**src/rtl/rsa_pkg.sv**
```systemverilog
// Shared definitions for the RSA exponentiation sequencer: default widths,
// controller state encoding and the multiplier op-count formula.
package rsa_pkg;

  localparam int DEFAULT_WIDTH = 8;
  localparam int DEFAULT_EXP_W = 8;

  typedef enum logic [2:0] {
    ST_IDLE     = 3'd0,
    ST_RED_REQ  = 3'd1,
    ST_RED_WAIT = 3'd2,
    ST_SQ_REQ   = 3'd3,
    ST_SQ_WAIT  = 3'd4,
    ST_MU_REQ   = 3'd5,
    ST_MU_WAIT  = 3'd6,
    ST_FIN      = 3'd7
  } state_e;

  // One base reduction, one square per scanned bit, one multiply per set bit.
  function automatic int op_count(input logic [31:0] e, input int exp_w);
    int n;
    n = 1 + exp_w;
    for (int i = 0; i < exp_w && i < 32; i++) begin
      n += int'(e[i]);
    end
    return n;
  endfunction

endpackage

```
**src/rtl/modexp_ctrl_if.sv**
```systemverilog
// Request/response bus between the exponentiation sequencer (master) and
// the shared modular multiplier (slave).
interface modexp_ctrl_if
  import rsa_pkg::*;
#(
  parameter int WIDTH = DEFAULT_WIDTH
);

  logic             mul_start;
  logic [WIDTH-1:0] mul_a;
  logic [WIDTH-1:0] mul_b;
  logic [WIDTH-1:0] mul_n;
  logic             mul_done;
  logic [WIDTH-1:0] mul_out;

  modport master (
    output mul_start, mul_a, mul_b, mul_n,
    input  mul_done, mul_out
  );

  modport slave (
    input  mul_start, mul_a, mul_b, mul_n,
    output mul_done, mul_out
  );

endinterface

```
**src/rtl/modexp_ctrl.sv**
```systemverilog
// Square-and-multiply sequencer: computes base^exp mod modn by scheduling an
// external a*b mod n multiplier, scanning exponent bits MSB-first.
module modexp_ctrl
  import rsa_pkg::*;
#(
  parameter int WIDTH = DEFAULT_WIDTH,
  parameter int EXP_W = DEFAULT_EXP_W
) (
  input  logic             clk,
  input  logic             rst_n,
  input  logic             start_i,
  input  logic [WIDTH-1:0] base_i,
  input  logic [EXP_W-1:0] exp_i,
  input  logic [WIDTH-1:0] modn_i,
  output logic [WIDTH-1:0] out_o,
  output logic             done_o,
  output logic             busy_o,
  output logic             err_o,
  modexp_ctrl_if.master    mul_if
);

  localparam int IDX_W = (EXP_W > 1) ? $clog2(EXP_W) : 1;

  state_e           state_q, state_d;
  logic [WIDTH-1:0] b_q, b_d;
  logic [EXP_W-1:0] e_q, e_d;
  logic [WIDTH-1:0] n_q, n_d;
  logic [WIDTH-1:0] acc_q, acc_d;
  logic [IDX_W-1:0] idx_q, idx_d;
  logic [WIDTH-1:0] out_q, out_d;
  logic             err_q, err_d;
  logic             last_bit;

  // NOTE: reset is synchronous, so rst_n is tested inside the edge-triggered
  // block and kept out of the sensitivity list; non-blocking assignments keep
  // every register updating from the same pre-edge values.
  always_ff @(posedge clk) begin
    if (!rst_n) begin
      state_q <= ST_IDLE;
      b_q     <= '0;
      e_q     <= '0;
      n_q     <= '0;
      acc_q   <= '0;
      idx_q   <= '0;
      out_q   <= '0;
      err_q   <= 1'b0;
    end else begin
      state_q <= state_d;
      b_q     <= b_d;
      e_q     <= e_d;
      n_q     <= n_d;
      acc_q   <= acc_d;
      idx_q   <= idx_d;
      out_q   <= out_d;
      err_q   <= err_d;
    end
  end

  assign last_bit = (idx_q == '0);

  // NOTE: every signal driven here gets a default first so no path can
  // leave it unassigned and infer a latch.
  always_comb begin
    state_d          = state_q;
    b_d              = b_q;
    e_d              = e_q;
    n_d              = n_q;
    acc_d            = acc_q;
    idx_d            = idx_q;
    out_d            = out_q;
    err_d            = err_q;
    mul_if.mul_start = 1'b0;
    mul_if.mul_a     = '0;
    mul_if.mul_b     = '0;

    unique case (state_q)
      ST_IDLE: begin
        if (start_i) begin
          b_d   = base_i;
          e_d   = exp_i;
          n_d   = modn_i;
          err_d = (modn_i == '0);
          if (modn_i < WIDTH'(2)) begin
            acc_d   = '0;
            state_d = ST_FIN;
          end else begin
            acc_d   = WIDTH'(1);
            idx_d   = IDX_W'(EXP_W - 1);
            state_d = ST_RED_REQ;
          end
        end
      end

      // Operands are also driven in the WAIT states so they stay stable
      // until the multiplier answers.
      ST_RED_REQ, ST_RED_WAIT: begin
        mul_if.mul_start = (state_q == ST_RED_REQ);
        mul_if.mul_a     = b_q;
        mul_if.mul_b     = WIDTH'(1);
        if (state_q == ST_RED_REQ) begin
          state_d = ST_RED_WAIT;
        end else if (mul_if.mul_done) begin
          b_d     = mul_if.mul_out;
          state_d = ST_SQ_REQ;
        end
      end

      ST_SQ_REQ, ST_SQ_WAIT: begin
        mul_if.mul_start = (state_q == ST_SQ_REQ);
        mul_if.mul_a     = acc_q;
        mul_if.mul_b     = acc_q;
        if (state_q == ST_SQ_REQ) begin
          state_d = ST_SQ_WAIT;
        end else if (mul_if.mul_done) begin
          acc_d = mul_if.mul_out;
          if (e_q[idx_q]) begin
            state_d = ST_MU_REQ;
          end else begin
            state_d = last_bit ? ST_FIN : ST_SQ_REQ;
            if (!last_bit) idx_d = idx_q - 1'b1;
          end
        end
      end

      ST_MU_REQ, ST_MU_WAIT: begin
        mul_if.mul_start = (state_q == ST_MU_REQ);
        mul_if.mul_a     = acc_q;
        mul_if.mul_b     = b_q;
        if (state_q == ST_MU_REQ) begin
          state_d = ST_MU_WAIT;
        end else if (mul_if.mul_done) begin
          acc_d   = mul_if.mul_out;
          state_d = last_bit ? ST_FIN : ST_SQ_REQ;
          if (!last_bit) idx_d = idx_q - 1'b1;
        end
      end

      ST_FIN: begin
        out_d   = acc_q;
        state_d = ST_IDLE;
      end

      default: state_d = ST_IDLE;
    endcase
  end

  assign mul_if.mul_n = n_q;
  assign done_o       = (state_q == ST_FIN);
  assign busy_o       = (state_q != ST_IDLE);
  assign err_o        = err_q;
  // The result is presented alongside done, then held in out_q.
  assign out_o        = (state_q == ST_FIN) ? acc_q : out_q;

endmodule

```
**src/flat_wrapper.sv**
```systemverilog
// flat-port wrapper written by rule: the top's interface ports become plain ports
module modexp_ctrl_flat import rsa_pkg::*;
#(
  parameter int WIDTH = DEFAULT_WIDTH,
  parameter int EXP_W = DEFAULT_EXP_W
)
  (clk, rst_n, start_i, base_i, exp_i, modn_i, out_o, done_o, busy_o, err_o, mul_if_mul_start, mul_if_mul_a, mul_if_mul_b, mul_if_mul_n, mul_if_mul_done, mul_if_mul_out);
  modexp_ctrl_if #(.WIDTH(WIDTH)) mul_if_i ();
  input  logic clk;
  input  logic rst_n;
  input  logic start_i;
  input  logic [WIDTH-1:0] base_i;
  input  logic [EXP_W-1:0] exp_i;
  input  logic [WIDTH-1:0] modn_i;
  output logic [WIDTH-1:0] out_o;
  output logic done_o;
  output logic busy_o;
  output logic err_o;
  output wire logic [$bits(mul_if_i.mul_start)-1:0] mul_if_mul_start;
  output wire logic [$bits(mul_if_i.mul_a)-1:0] mul_if_mul_a;
  output wire logic [$bits(mul_if_i.mul_b)-1:0] mul_if_mul_b;
  output wire logic [$bits(mul_if_i.mul_n)-1:0] mul_if_mul_n;
  input wire logic [$bits(mul_if_i.mul_done)-1:0] mul_if_mul_done;
  input wire logic [$bits(mul_if_i.mul_out)-1:0] mul_if_mul_out;
  assign mul_if_mul_start = mul_if_i.mul_start;
  assign mul_if_mul_a = mul_if_i.mul_a;
  assign mul_if_mul_b = mul_if_i.mul_b;
  assign mul_if_mul_n = mul_if_i.mul_n;
  assign mul_if_i.mul_done = mul_if_mul_done;
  assign mul_if_i.mul_out = mul_if_mul_out;
  modexp_ctrl #(.WIDTH(WIDTH), .EXP_W(EXP_W)) u_core (.clk(clk), .rst_n(rst_n), .start_i(start_i), .base_i(base_i), .exp_i(exp_i), .modn_i(modn_i), .out_o(out_o), .done_o(done_o), .busy_o(busy_o), .err_o(err_o), .mul_if(mul_if_i));
endmodule
```
**config.mk**
```make
export PLATFORM = sky130hd
export DESIGN_NAME = modexp_ctrl_flat
export DESIGN_NICKNAME = d
export VERILOG_FILES = /design/src/rtl/rsa_pkg.sv /design/src/rtl/modexp_ctrl_if.sv /design/src/rtl/modexp_ctrl.sv /design/src/flat_wrapper.sv
export SDC_FILE = /design/constraint.sdc
export NUM_CORES = 1
export LEC_CHECK = 0
export BUFFER_PORTS_ARGS = -buffer_cell sky130_fd_sc_hd__buf_2
export CAP_MARGIN = 40
export CORE_UTILIZATION = 54
export CTS_BUF_LIST = sky130_fd_sc_hd__clkbuf_4 sky130_fd_sc_hd__clkbuf_8
export CTS_CLUSTER_SIZE = 8
export DETAILED_ROUTE_END_ITERATION = 7
export PLACE_DENSITY = 0.83
export SLEW_MARGIN = 40
export SYNTH_ARGS = -nofsm -noshare
export SYNTH_HDL_FRONTEND = slang
export SYNTH_SLANG_ARGS = --single-unit
```
**constraint.sdc**
```tcl
create_clock -name clk -period 2.1 [get_ports clk]
set_clock_uncertainty 0.15 [all_clocks]
set_input_delay 0.315 -clock clk [delete_from_list [all_inputs] [get_ports clk]]
set_output_delay 0.315 -clock clk [all_outputs]
set_load 0.02 [all_outputs]
```
==> flow_summary.toml <==
[sta]
fin_ws_ns = 0.0186
hold_violations = 0
timing.fmax_mhz = 480
fin_tns_setup_ns = 0
grt_setup_unrepaired = "true"
fin_crit_ns = 2.08
final_max_slew_viol_count = 0
maxSlewHeadroom_pct = 70.9
setup_viol = 0
tightest_slew_ns = 0.432
min_period_over_period_pct = 99.1

[global_routing]
grt_first_pass_wirelength_mm = 10.5
grt.total_usage_pct = 26.9
grt_pass1_vias = 2298
grt_max_degree = 21
grt_overflow = 0
antenna_found_initial = 0

[power_and_ir_drop]
ir_drop_uv = 717
leakagePower_uw = 0.00142
pwr_density_cell_nw_per_um2 = 1360

[clocking]
root_buffer = "clkbuf_8"
numClockSinks = 47
clkLatencyLatePin_ns = 0.31
ctsHoldBuffers = 0
clk_pin_slew_worst_paths_ns = 0.09
cts_tree = "built"
cts_buffers = 5
clockBufferDepth = 2
htree_levels = 2

[routing]
dr_wl_met3_um = 534
avgRoutedWirePerCell_um = 16.8
drc = 0
viasPerCell = 5.89
highest_layer = "met4"
wirelength_mm = 7.17
dr_wl_met2_mm = 3.42
first_iter_violations = 236
vias = 2508
first_pass_iters = 4
ant_nets = 0
wl_met1_mm = 3.02

[layout]
fin_util_pct = 74.2
final_cell_mix = "buf_2, nand2_1, dfxtp_1"
synthToLayoutAreaGrowth_pct = 31.0
diodes = 0
instances_no_fill = 426
nNetsFinal = 411
drive_gt1_share_pct = 36.9
final_common_cell = "buf_2"
final_area_um2 = 3250

[floorplan]
fp.dieArea_um2 = 4870
placeableCoreArea_um2 = 4380
std_cell_rows = 24
fp.dieW_um = 69.8
io_pins = 72
initial_core_util_pct = 56.6
die_h_um = 69.8

[setup_path]
endpoint_kind = "output pin"
crit_fanout = 7
r2r_end = "u_core.idx_q[0]$_SDFFE_PN0P_"
crit_type = "flip-flop to output pin"
crit_required_ns = 1.63
ff2ff_path_depth = 4
critical_path.startpoint_type = "flip-flop"
rrSetupSlack_ns = 0.12
rr_startpoint = "u_core.idx_q[0]$_SDFFE_PN0P_"
crit_arrival_ns = 1.62

[logic_synthesis]
avgSynthCellArea_um2 = 8.65
synthTopCellsByArea = "dfxtp_1, mux2i_1, nand2_1"
synth_warnings = 0
synth_top_area_cell = "dfxtp_1"
synth_edf_count = 0
synth_top_cell_area_share_pct = 37.9
ys_seq_area_share_pct = 37.9
synthesis.nets = 325
ys.flop_type = "dfxtp_1"
synth_cells = 287
synthArstFlopShare_pct = 0
synth_area_um2 = 2480
ys_seq_elements = 47
ys_types = 49

[run_status]
status = "complete, no violations"

[min_path]
hold_path_class = "input port to flip-flop"
min_to = "u_core.e_q[1]$_SDFFE_PN0P_"
hold_depth = 3
min-delay-start = "exp_i[1]"

[place]
place.gp.congestion = 0.841
dpl.cell_count = 408
port_buffers = 71
hpwlAfterDp_mm = 4.54
post-place-ws_ns = -0.0463
dpl_cell_area_um2 = 2930

[flow_run]
maxCapViolations = 0
## synth_stat cells (2+ instances only)
cell type,n
a211oi_1,9
a21boi_0,2
a21oi_1,29
a221oi_1,3
a22o_1,8
a22oi_1,7
and2_1,8
and4_1,3
buf_2,4
buf_4,4
buf_6,4
clkbuf_1,11
dfxtp_1,47
ha_1,2
inv_1,8
mux2_2,9
mux2i_1,19
nand2_1,45
nand3_1,8
nand3b_1,2
nor2_1,11
nor2b_1,4
o21ai_0,5
o22ai_1,9
or3_1,2
## worst max-delay path, cell delays in order, from the launching register on
cell      delay (ns)
dfxtp_4         0.38
a21boi_0        0.33
or2_4           0.25
a22o_1          0.18
buf_2           0.17
## layout make-up
type,instances,area [um^2]
multi-input combinational,209,1440
fill,301,1130
sequential,47,950
timing repair buffer,102,634
clock buffer,6,76.3
tap,52,65.1
clock inverter,2,60.1
inverter,8,30.0
## through the flow
stage                     total power [uW]  hold slack [ns]
final                                 4410           0.0881
after global routing                  4620            0.101
after CTS                             4220           0.0877
after detailed placement              3180            0.296
after global placement                3130            0.289
after floorplan                       2680            0.286
## sequential cells by signal (all words and copies together), names as in the netlist
signal	flops
u_core.acc_q	8
u_core.b_q	8
u_core.e_q	8
u_core.mul_if.mul_n	8
u_core.out_q	8
u_core.idx_q	3
u_core.state_q	3
u_core.err_o	1
## power by group
group	switching (uW)	leakage, uW	total [uW]	internal (uW)
registers	212	0.000386	1310	1100
logic	1280	0.000963	2300	1020
clock network	313	0.0000688	802	489
## what timing repair did
action / CTS / global route
hold endpoints to repair: 0 / 0
gates resized for setup: 14 / 16
cloned: 1 / 0
setup endpoints to repair: 24 / 17
buffers inserted: 7 / 2
pin swaps: 3 / 1
## routing by layer
metal | GRT usage, % | vias to the layer above
met4 | 11.8 | 0
met1 | 35.4 | 1160
li1 | - | 1199
met3 | 6.10 | 20
met2 | 42.1 | 129
met5 | 0 | -
## worst max-delay path by stage
stage                                   startpoint               to
floorplan           u_core.state_q[0]$_SDFFE_PN0P_  mul_if_mul_a[0]
global placement    u_core.state_q[1]$_SDFFE_PN0P_  mul_if_mul_a[7]
detailed placement  u_core.state_q[1]$_SDFFE_PN0P_  mul_if_mul_a[7]
CTS                 u_core.state_q[1]$_SDFFE_PN0P_         out_o[4]
global route        u_core.state_q[1]$_SDFFE_PN0P_  mul_if_mul_b[3]
finish              u_core.state_q[1]$_SDFFE_PN0P_  mul_if_mul_a[7]
## logic make-up (layout without fill, tap and decap cells)
kind of cell	Yosys count	count (layout)	synth area share (%)
xor+xnor	1	1	0.353
flops	47	47	37.9
compound gates	82	82	22.3
simple gates	93	94	18.5
buf+inv	32	118	6.85
fa+ha+maj	3	3	1.41
mux	29	29	12.7
Note: power is estimated with default switching activity, not from simulation.
